<file path="src/rtl/mem_response_merger.sv">
// mem_response_merger
// Pairs issued AXI write requests (possibly split at a 4KB boundary into two
// halves) with their B-channel responses and emits exactly one merged
// completion per original request. A small descriptor FIFO remembers, in
// issue order, whether each request was split, so the FSM knows whether to
// wait for one or two B responses before reporting completion.

module mem_response_merger #(
  parameter int DEPTH      = 4,
  parameter int RESP_WIDTH = 2
) (
  input  logic                         clk,
  input  logic                         reset,
  input  logic                         desc_valid,
  input  logic                         desc_split,
  output logic                         desc_ready,
  input  logic                         bvalid,
  input  logic [RESP_WIDTH-1:0]        bresp,
  output logic                         bready,
  output logic                         done_valid,
  output logic [RESP_WIDTH-1:0]        done_resp,
  output logic                         done_split,
  input  logic                         done_ready,
  output logic [$clog2(DEPTH+1)-1:0]   outstanding,
  output logic                         merger_idle
);

  localparam int PTR_W = (DEPTH > 1) ? $clog2(DEPTH) : 1;
  localparam int CNT_W = $clog2(DEPTH+1);

  typedef enum logic [1:0] {
    MRG_IDLE   = 2'd0,
    MRG_WAIT_A = 2'd1,
    MRG_WAIT_B = 2'd2,
    MRG_DONE   = 2'd3
  } state_t;

  state_t                state_q, state_d;
  logic [DEPTH-1:0]      split_mem_q, split_mem_d;
  logic [PTR_W-1:0]      wr_ptr_q, wr_ptr_d;
  logic [PTR_W-1:0]      rd_ptr_q, rd_ptr_d;
  logic [CNT_W-1:0]      count_q, count_d;
  logic [RESP_WIDTH-1:0] resp_q, resp_d;

  logic push;
  logic pop;
  logic full;
  logic empty;
  logic head_split;

  // FIFO status and handshakes. The head is retired only from MRG_DONE when
  // the consumer takes the completion; a retiring slot may be refilled in the
  // same cycle, so a full FIFO still accepts a descriptor while it pops.
  always_comb begin
    full       = (count_q == CNT_W'(DEPTH));
    empty      = (count_q == '0);
    pop        = (state_q == MRG_DONE) && done_ready;
    desc_ready = !full || pop;
    push       = desc_valid && desc_ready;
    head_split = split_mem_q[rd_ptr_q];
  end

  // Descriptor FIFO next-state: write at wr_ptr, retire at rd_ptr, both
  // wrapping naturally because DEPTH is a power of two.
  always_comb begin
    split_mem_d = split_mem_q;
    wr_ptr_d    = wr_ptr_q;
    rd_ptr_d    = rd_ptr_q;
    count_d     = count_q;
    if (push) begin
      split_mem_d[wr_ptr_q] = desc_split;
      wr_ptr_d              = wr_ptr_q + PTR_W'(1);
    end
    if (pop) begin
      rd_ptr_d = rd_ptr_q + PTR_W'(1);
    end
    case ({push, pop})
      2'b10:   count_d = count_q + CNT_W'(1);
      2'b01:   count_d = count_q - CNT_W'(1);
      default: count_d = count_q;
    endcase
  end

  // Merge FSM: waits for one or two B responses for the head descriptor,
  // keeps the most severe code, then presents a single completion.
  always_comb begin
    state_d    = state_q;
    resp_d     = resp_q;
    bready     = 1'b0;
    done_valid = 1'b0;
    done_resp  = '0;
    done_split = 1'b0;
    unique case (state_q)
      MRG_IDLE: begin
        if (!empty) begin
          state_d = MRG_WAIT_A;
        end
      end
      MRG_WAIT_A: begin
        bready = !empty;
        if (bvalid && !empty) begin
          resp_d  = bresp;
          state_d = head_split ? MRG_WAIT_B : MRG_DONE;
        end
      end
      MRG_WAIT_B: begin
        bready = !empty;
        if (bvalid && !empty) begin
          if (bresp > resp_q) begin
            resp_d = bresp;
          end
          state_d = MRG_DONE;
        end
      end
      MRG_DONE: begin
        done_valid = 1'b1;
        done_resp  = resp_q;
        done_split = head_split;
        if (done_ready) begin
          state_d = MRG_IDLE;
        end
      end
      default: begin
        state_d = MRG_IDLE;
      end
    endcase
  end

  // Status outputs derived directly from registered state.
  always_comb begin
    outstanding = count_q;
    merger_idle = (state_q == MRG_IDLE) && empty;
  end

  // State registers; reset discards any in-flight merge and all descriptors.
  always_ff @(posedge clk or posedge reset) begin
    if (reset) begin
      state_q     <= MRG_IDLE;
      split_mem_q <= '0;
      wr_ptr_q    <= '0;
      rd_ptr_q    <= '0;
      count_q     <= '0;
      resp_q      <= '0;
    end else begin
      state_q     <= state_d;
      split_mem_q <= split_mem_d;
      wr_ptr_q    <= wr_ptr_d;
      rd_ptr_q    <= rd_ptr_d;
      count_q     <= count_d;
      resp_q      <= resp_d;
    end
  end

endmodule
</file>
<file path="config.mk">
export PLATFORM = sky130hd
export DESIGN_NAME = mem_response_merger
export DESIGN_NICKNAME = d
export VERILOG_FILES = /design/src/rtl/mem_response_merger.sv
export SDC_FILE = /design/constraint.sdc
export NUM_CORES = 1
export LEC_CHECK = 0
export CORE_AREA = 2 2 61 63
export CTS_CLUSTER_SIZE = 24
export DETAILED_ROUTE_END_ITERATION = 12
export DIE_AREA = 0 0 63 65
export HOLD_SLACK_MARGIN = 0.12
export PLACE_DENSITY = 0.57
export SLEW_MARGIN = 5
export SYNTH_ARGS = -nofsm -noshare
export SYNTH_HDL_FRONTEND = slang
export SYNTH_SLANG_ARGS = --single-unit
</file>
<file path="constraint.sdc">
create_clock -name clk -period 3.4 [get_ports clk]
set_clock_uncertainty 0.05 [all_clocks]
set_input_delay 0.34 -clock clk [delete_from_list [all_inputs] [get_ports clk]]
set_output_delay 0.34 -clock clk [all_outputs]
set_load 0.005 [all_outputs]
</file>
==> results of run 1 <==
## metal layers
metal / global-route usage, % / part of all wire [%] / vias up
met5: 0 / 0 / -
met4: 5.833 / 1.4 / 0
met3: 1.215 / 2.2 / 2
met2: 17.95 / 50 / 10
met1: 12.16 / 46 / 361
li1: - / - / 366
## worst min-delay path by stage
stage / from / to / slack, ps
global route: reset / resp_q[0] / 420
CTS: reset / resp_q[0] / 390
detailed placement: split_mem_q[1] / split_mem_q[1] / 440
floorplan: reset / outstanding[0] / 190
finish: reset / split_mem_q[2] / 370
global placement: split_mem_q[0] / split_mem_q[0] / 420
## worst register-to-register path, stage by stage (launching register included)
cell,delay (ps)
sky130_fd_sc_hd__dfrtp_1,430
sky130_fd_sc_hd__ha_1,440
sky130_fd_sc_hd__nand2_4,150
sky130_fd_sc_hd__nor2_1,150
sky130_fd_sc_hd__inv_1,80
sky130_fd_sc_hd__fa_1,430
sky130_fd_sc_hd__o31ai_1,260
sky130_fd_sc_hd__a22oi_1,120
## layout by cell type, fill, tap and decap left out, types with 2 or more instances in the layout
master / count
sky130_fd_sc_hd__a21oi_1: 2
sky130_fd_sc_hd__and2_1: 4
sky130_fd_sc_hd__clkbuf_4: 3
sky130_fd_sc_hd__clkdlybuf4s50_1: 17
sky130_fd_sc_hd__dfrtp_1: 15
sky130_fd_sc_hd__ha_1: 11
sky130_fd_sc_hd__inv_1: 11
sky130_fd_sc_hd__mux2_1: 5
sky130_fd_sc_hd__nand2_1: 7
sky130_fd_sc_hd__nand3_1: 3
sky130_fd_sc_hd__nor2_1: 4
sky130_fd_sc_hd__nor2b_1: 4
sky130_fd_sc_hd__o21ai_0: 5
sky130_fd_sc_hd__o31ai_1: 2
sky130_fd_sc_hd__xnor2_1: 4
## cell families (layout without fill, tap and decap cells)
group	Yosys count	in the layout	share of synthesized area, %
XOR/XNOR	4	4	3.482
AND/OR/NAND/NOR	27	27	14.43
flip-flops	15	15	37.31
multiplexers	8	8	10.45
buffers and inverters	13	32	5.348
AO/OA/AOI/OAI	17	17	13.31
adder cells (fa/ha/maj)	12	12	15.67
## per-stage QoR
step | cells | setup WS [ps]
after global placement | 159 | 1104
after detailed placement | 159 | 1058
after floorplan | 96 | 1440
after global routing | 163 | 905.4
after CTS | 163 | 1065
final | 163 | 1097
## report_power, final
part / internal, mW / switching [mW] / total, mW
clock: 0.0455 / 0.0604 / 0.106
combinational: 0.334 / 0.259 / 0.592
sequential: 0.274 / 0.101 / 0.374
## state kept, by name, indices dropped and copies added, names as in the netlist
| signal | flops |
|---|---|
| resp_q | 2 |
| outstanding | 3 |
| split_mem_q | 4 |
| state_q | 2 |
| wr_ptr_q | 2 |
| rd_ptr_q | 2 |
## cell type report
cell class,instances,area [µm²],area share [%]
Sequential cell,15,375.4,30.03
Multi-Input combinational cell,68,576.8,46.15
Timing Repair Buffer,17,170.2,13.61
Tap cell,48,60.06,4.805
Inverter,11,41.29,3.303
Clock buffer,4,26.28,2.102
==> summary by stage, run 1 <==
Run status
The run finished with clean final reports.

CTS
The number of gates resized after CTS is 0. The post-cts hold buffer count is 0. The later pin in the worst-skew pair is clocked with a latency of 280 ps.

Clock tree synthesis found a total of 15 sinks. The longest clock path from root to sink contains 2 buffers. In this run the post-CTS setup repair buffer count came out at 0. In this run, CTS created clock tree buffers numbering 3. The CTS tree is built. The clock slew at the register clock pins of the worst setup and hold paths is 100 ps. The tree is rooted in a sky130_fd_sc_hd__clkbuf_4. The CTS H-tree depth is 1.

Synth
The most used flip-flop cell after synthesis is sky130_fd_sc_hd__dfrtp_1. The top-area cell type share of the netlist area is 37.31%. Sequential elements use 37.31% of the synthesized area. The post-synthesis async set-or-reset flop share is 100.0%. The Yosys step of the flow raised 0 warnings. Synthesis produced a netlist with a net count of 116. The biggest area contributor in the post-synthesis netlist is sky130_fd_sc_hd__dfrtp_1.

After synthesis, the cell types taking the most area are sky130_fd_sc_hd__dfrtp_1 (37%), sky130_fd_sc_hd__ha_1 (14%), sky130_fd_sc_hd__mux2_1 (5.6%), sky130_fd_sc_hd__inv_1 (4.1%), sky130_fd_sc_hd__xnor2_1 (3.5%). Among all cell types in the netlist, the one instantiated most often is sky130_fd_sc_hd__dfrtp_1. The synthesized area per cell is 10.48 µm². In this run, synthesis inferred 0 flip-flops with an integrated enable.

After synthesis the netlist holds a flip-flop and latch count of 15. The commonest cells after synthesis are sky130_fd_sc_hd__dfrtp_1 (15), sky130_fd_sc_hd__ha_1 (11), sky130_fd_sc_hd__inv_1 (11). The area of the mapped netlist is 0.001006 mm². Synthesis handed over a netlist of 96 instances. The synthesized netlist contains 32 unique library cells.

Final layout
The layout overhead on the synthesized area is 24.25%. The fill cell instance count of the final layout is 375. For this run, the share of the core covered by cells in the final layout is 35.76%.

The repair_antennas step left the layout with diodes totalling 0. Cells with a size suffix above 1 make up 9.565% of the layout. The net count of the finished layout is 136. The design area is 0.001250 mm².

Timing
The final critical-path share of the clock period is 67.73%. The smallest hold slack is 372.3 ps. The count of final hold-check violations is 0. The worst-case headroom to the max-slew limit is 59.58%. The accumulated negative setup slack is 0 ps. Setup violations remaining at the end of the flow were counted as 0. For the pin with the worst max-slew slack, the measured transition is 605.6 ps. The highest clock frequency the design can meet is 0.4342 GHz.

Setup repair after global routing left no endpoint under its margin. The shortest clock period the worst path allows after layout is 2303 ps. The number of max-slew violations in the final report is 0.

Pwr
The maximum ir drop on the vdd rail is 137.3 µV. Overall power consumption after layout is estimated at 1.073 mW. Summed over all cells, the static leakage comes to 0.5401 nW. The power density of the placed cells is 858.1 mW/mm².

GRT
The first-pass GRT wire length is 3284 µm. The number of global-route vias before repair was 733. The initial antenna violation count is 0. The largest net degree at the start of global routing is 16. Across every metal layer, demand over resource in global routing totals 10.26%. The leftover overflow at the end of global routing is 0.

Floorplanning
The placement row count is 22. The number of ports placed on the die boundary is 18. The floorplan step defined a die boundary enclosing 0.004095 mm². The initial core utilization is 28.78%. The die span in y is 65 µm. The core area is 0.003496 mm².

The horizontal die dimension is 63 µm.

Critical path
The signal on the critical path passes through ha_1 -> nand2_4 -> nand3_1 -> clkdlybuf4s50_1. For the worst setup path, the data arrival time is 1910 ps. The depth of the worst register-to-register path is 7. The critical path ends at desc_ready. The maximum fanout along the worst path is 10. The critical path crosses 4 cells after its start point. The critical path starts at state_q[1]. The sort of element at the end of the critical path is an output pin. The endpoint required time on the critical path is 3010 ps. The category of cells accounting for the largest share of critical-path delay is buffers and inverters. Counting both buffers and inverters, the worst setup path holds a total of 1. The worst setup path is launched from a flop. The endpoint identified for the worst register-to-register timing path is outstanding[2].

The largest individual stage delay along the critical path comes from the cell sky130_fd_sc_hd__clkdlybuf4s50_1. The source of the worst register-to-register timing path is state_q[1]. The classification of the worst setup path is reg2out.

For this run, the slowest stage of the critical path takes 500 ps. The setup check on the worst reg-to-reg path leaves a slack of 1180 ps.

Detailed routing
The via density per instance is 4.534. The number of iterations in the first detailed-routing pass is 2. After the first detailed-routing iteration, the DRC count stood at 27. In this run the remaining antenna-violating nets after routing total 0. The average wire length per cell after detail routing is 11.70 µm. The count of vias placed by the detailed router is 739. The final routed DRC violation total is 0. Wires add up to 1907 µm.

Place
The number of I/O port buffers is 17. The placement-stage cell area is 0.001224 mm². The global placement routability congestion is 0.7809. Detailed placement finished with a half-perimeter wire length of 1526 µm.

Min path
The class of the worst hold path is in2async.

Job
The reported max-cap violation count is 0.
Note: power is estimated with default switching activity, not from simulation.
==> run 2, diff against run 1 <==
clock period = 2.15 ns   (was 3.4 ns; I/O delays follow)
==> summary by stage, run 2 (synthesis gave the netlist of run 1 again) <==
Run status
The run finished with clean final reports.

CTS
The maximum number of buffers from clock root to sink was 2 (unchanged). The tree is rooted in a sky130_fd_sc_hd__clkbuf_4. The later-pin clock latency in the skew report was 300 ps (+20 ps). The clock buffer count from CTS is 3 (unchanged).

The post-cts hold buffer count is 0 (unchanged). The CTS H-tree depth is 1 (unchanged). TritonCTS built the clock tree. The CTS sink count is 15 (unchanged). The clock slew at the register clock pins of the worst setup and hold paths is 110 ps (about the same).

Final layout
Leaving out fill and tap cells, the most frequent cell in the layout is sky130_fd_sc_hd__clkdlybuf4s50_1. The fill cell instance count of the final layout is 362 (-3.5%). The total number of nets in the final design was 140 (+2.9%).

The number of flip-flops under the largest register name was 4 (unchanged). The area of the multi-input gates is 576.8 µm² (unchanged). The number of diodes added for antenna fixing is 0 (unchanged). The non-filler instance count after layout came to 167 (+2.5%). The sequential standard cell area is 376.6 µm² (+0.33%). The fraction of final layout cells sized beyond drive strength 1 came to 15.97% (+6.4 points).

Compared with the post-synthesis result, the final layout area differs by 27.98%. The register with the most flip-flops in the final layout is split_mem_q. In the layout the commonest cells are sky130_fd_sc_hd__clkdlybuf4s50_1 (15), sky130_fd_sc_hd__dfrtp_1 (14), sky130_fd_sc_hd__ha_1 (11), sky130_fd_sc_hd__inv_1 (9), sky130_fd_sc_hd__nand2_1 (7).

Timing
The number of max-slew violations in the final report was 0 (unchanged). The worst path needs 2054 ps of the cycle, external delays included. Dividing the final minimum period by the clock period gives 95.54%. The worst-case headroom to the max-slew limit is 59.05% (-0.53 points). The final-report setup violation count is 0 (unchanged). Setup repair after global routing left no endpoint under its margin.

Derived from the worst setup path, the maximum achievable clock frequency is 0.4868 GHz. The count of final hold-check violations is 0 (unchanged). The measured slew at the worst slew-check pin is 613.6 ps (+7.975 ps).

The accumulated negative setup slack came to 0 ps (unchanged).

Place
The half-perimeter wire length after detailed placement is 1589 µm (+4.1%). The global placement routability congestion came to 0.6793 (-13%). The count of placed standard cells including taps is 162 (+1.9%). The number of I/O port buffers is 17 (unchanged).

Detailed routing
The count of nets left with antenna violations after detail routing is 0 (unchanged). The count of vias placed by the detailed router was 763 (+3.2%). The via density per instance was 4.569 (+0.77%).

The number of DRC violations after detailed-routing iteration 0 is 51 (+89%). The average wire length per cell after detail routing is 12.32 µm (+5.3%). The final routed DRC violation total is 0 (unchanged). The sum of routed wire length over all layers was 2058 µm (+7.9%). The number of iterations in the first detailed-routing pass is 6 (+4).

Critical path
The endpoint required time on the critical path came to 1880 ps (-1130 ps). The startpoint identified for the worst register-to-register timing path is state_q[0]. The most critical setup path has its startpoint at state_q[0]. The reg-to-reg setup timing slack is 250 ps (-930 ps).

The depth of the worst register-to-register path came to 7 (unchanged). In this run the worst setup path terminates at done_resp[0]. The endpoint identified for the worst register-to-register timing path is outstanding[2]. The sort of element at the start of the critical path is a flop. The classification of the worst setup path is reg2out. The sort of element at the end of the critical path is an output pin. The maximum fanout along the worst path is 9 (-1). The critical path data arrival time was 1790 ps (-120 ps).

Pwr
The power density of the placed cells was 1361 mW/mm² (+59%). The maximum ir drop on the vdd rail was 290.4 µV (+110%). The cell leakage power came to 0.5772 nW (+6.9%).

Job
The reported max-cap violation count is 0 (unchanged).

Floorplanning
The placement row count was 22 (unchanged). The full die area is 0.004095 mm² (unchanged). The core area is 0.003496 mm² (unchanged). The die span in y is 65 µm (unchanged). The initial core utilization was 28.78% (unchanged). The horizontal die dimension is 63 µm (unchanged). The number of ports placed on the die boundary is 18 (unchanged).

GRT
The first-pass GRT wire length was 3567 µm (+8.6%). The leftover overflow at the end of global routing is 0 (unchanged). The number of global-route vias before repair is 807 (+10%). The initial antenna violation count is 0 (unchanged). The total global-route track usage came to 11.55% (+1.3 points). The largest net degree at the start of global routing is 16 (unchanged).

Min path
The class of the worst hold path is in2async.
run 2: cell types whose count changed in the layout (fill, tap and decap cells not counted), moves of 2 or more:
| cell | before | now |
|---|---|---|
| sky130_fd_sc_hd__inv_1 | 11 | 9 |
| sky130_fd_sc_hd__dlymetal6s2s_1 | 0 | 2 |
| sky130_fd_sc_hd__clkdlybuf4s50_1 | 17 | 15 |
| sky130_fd_sc_hd__inv_2 | 0 | 2 |
| sky130_fd_sc_hd__buf_4 | 0 | 4 |
run 2: cell type report:
| cell class | count | share of cell area [%] |
|---|---|---|
| multi-input cells | 68 | 44.80 |
| repair buffers | 21 | 15.94 |
| inverters | 11 | 3.207 |
| clock inverters | 1 | 0.3887 |
| flip-flops and latches | 15 | 29.25 |
| clock buffers | 3 | 1.749 |
| well taps | 48 | 4.665 |
run 2: worst min-delay path by stage:
stage	from	slack, ps	depth (start not counted)	to
final	reset	220	2	resp_q[0]
after detailed placement	rd_ptr_q[1]	440	1	rd_ptr_q[1]
after global routing	reset	270	2	resp_q[0]
after CTS	reset	240	2	resp_q[0]
after global placement	split_mem_q[1]	420	1	split_mem_q[1]
after floorplan	reset	70	1	outstanding[0]
run 2: power breakdown:
group          switching (mW)  internal [mW]  total (mW)  leakage [nW]
clock network           0.105         0.0693       0.174        0.0177
registers               0.165          0.434       0.599         0.176
logic                   0.425          0.554       0.979         0.384
total                   0.694           1.06        1.75         0.577
run 2: critical path: stages, from the launching register on:
cell and delay [ps]:
sky130_fd_sc_hd__dfrtp_1 430, sky130_fd_sc_hd__ha_1 240, sky130_fd_sc_hd__buf_4 190, sky130_fd_sc_hd__and2_1 130, sky130_fd_sc_hd__clkdlybuf4s50_1 490
run 2: repair_timing:
action	CTS	global route
resized for setup	0	5
endpoints found under the setup margin	1	5
setup buffers	1	0
run 2: per-stage QoR:
stage	hold WS [ps]	cell area, µm²	total power, mW	util, %	worst slack, ps
3_3_place_gp	422.5	1246	1.541	35.65	152.0
2_1_floorplan	66.48	1006	1.216	-	189.9
5_1_grt	274.5	1287	1.923	36.83	19.81
3_5_place_dp	435.0	1246	1.579	35.65	63.68
6_report	221.0	1287	1.752	36.83	95.81
4_1_cts	240.2	1281	1.775	36.65	22.32
run 2: layer usage:
| layer | share of wire (%) | routed length (µm) | track usage (%) | vias up |
|---|---|---|---|---|
| met2 | 52 | 1061 | 20.35 | 16 |
| met3 | 4.1 | 85 | 3.472 | 5 |
| li1 | - | - | - | 373 |
| met5 | 0 | 0 | 0 | - |
| met1 | 42 | 866 | 12.34 | 369 |
| met4 | 2.1 | 44 | 6.389 | 0 |
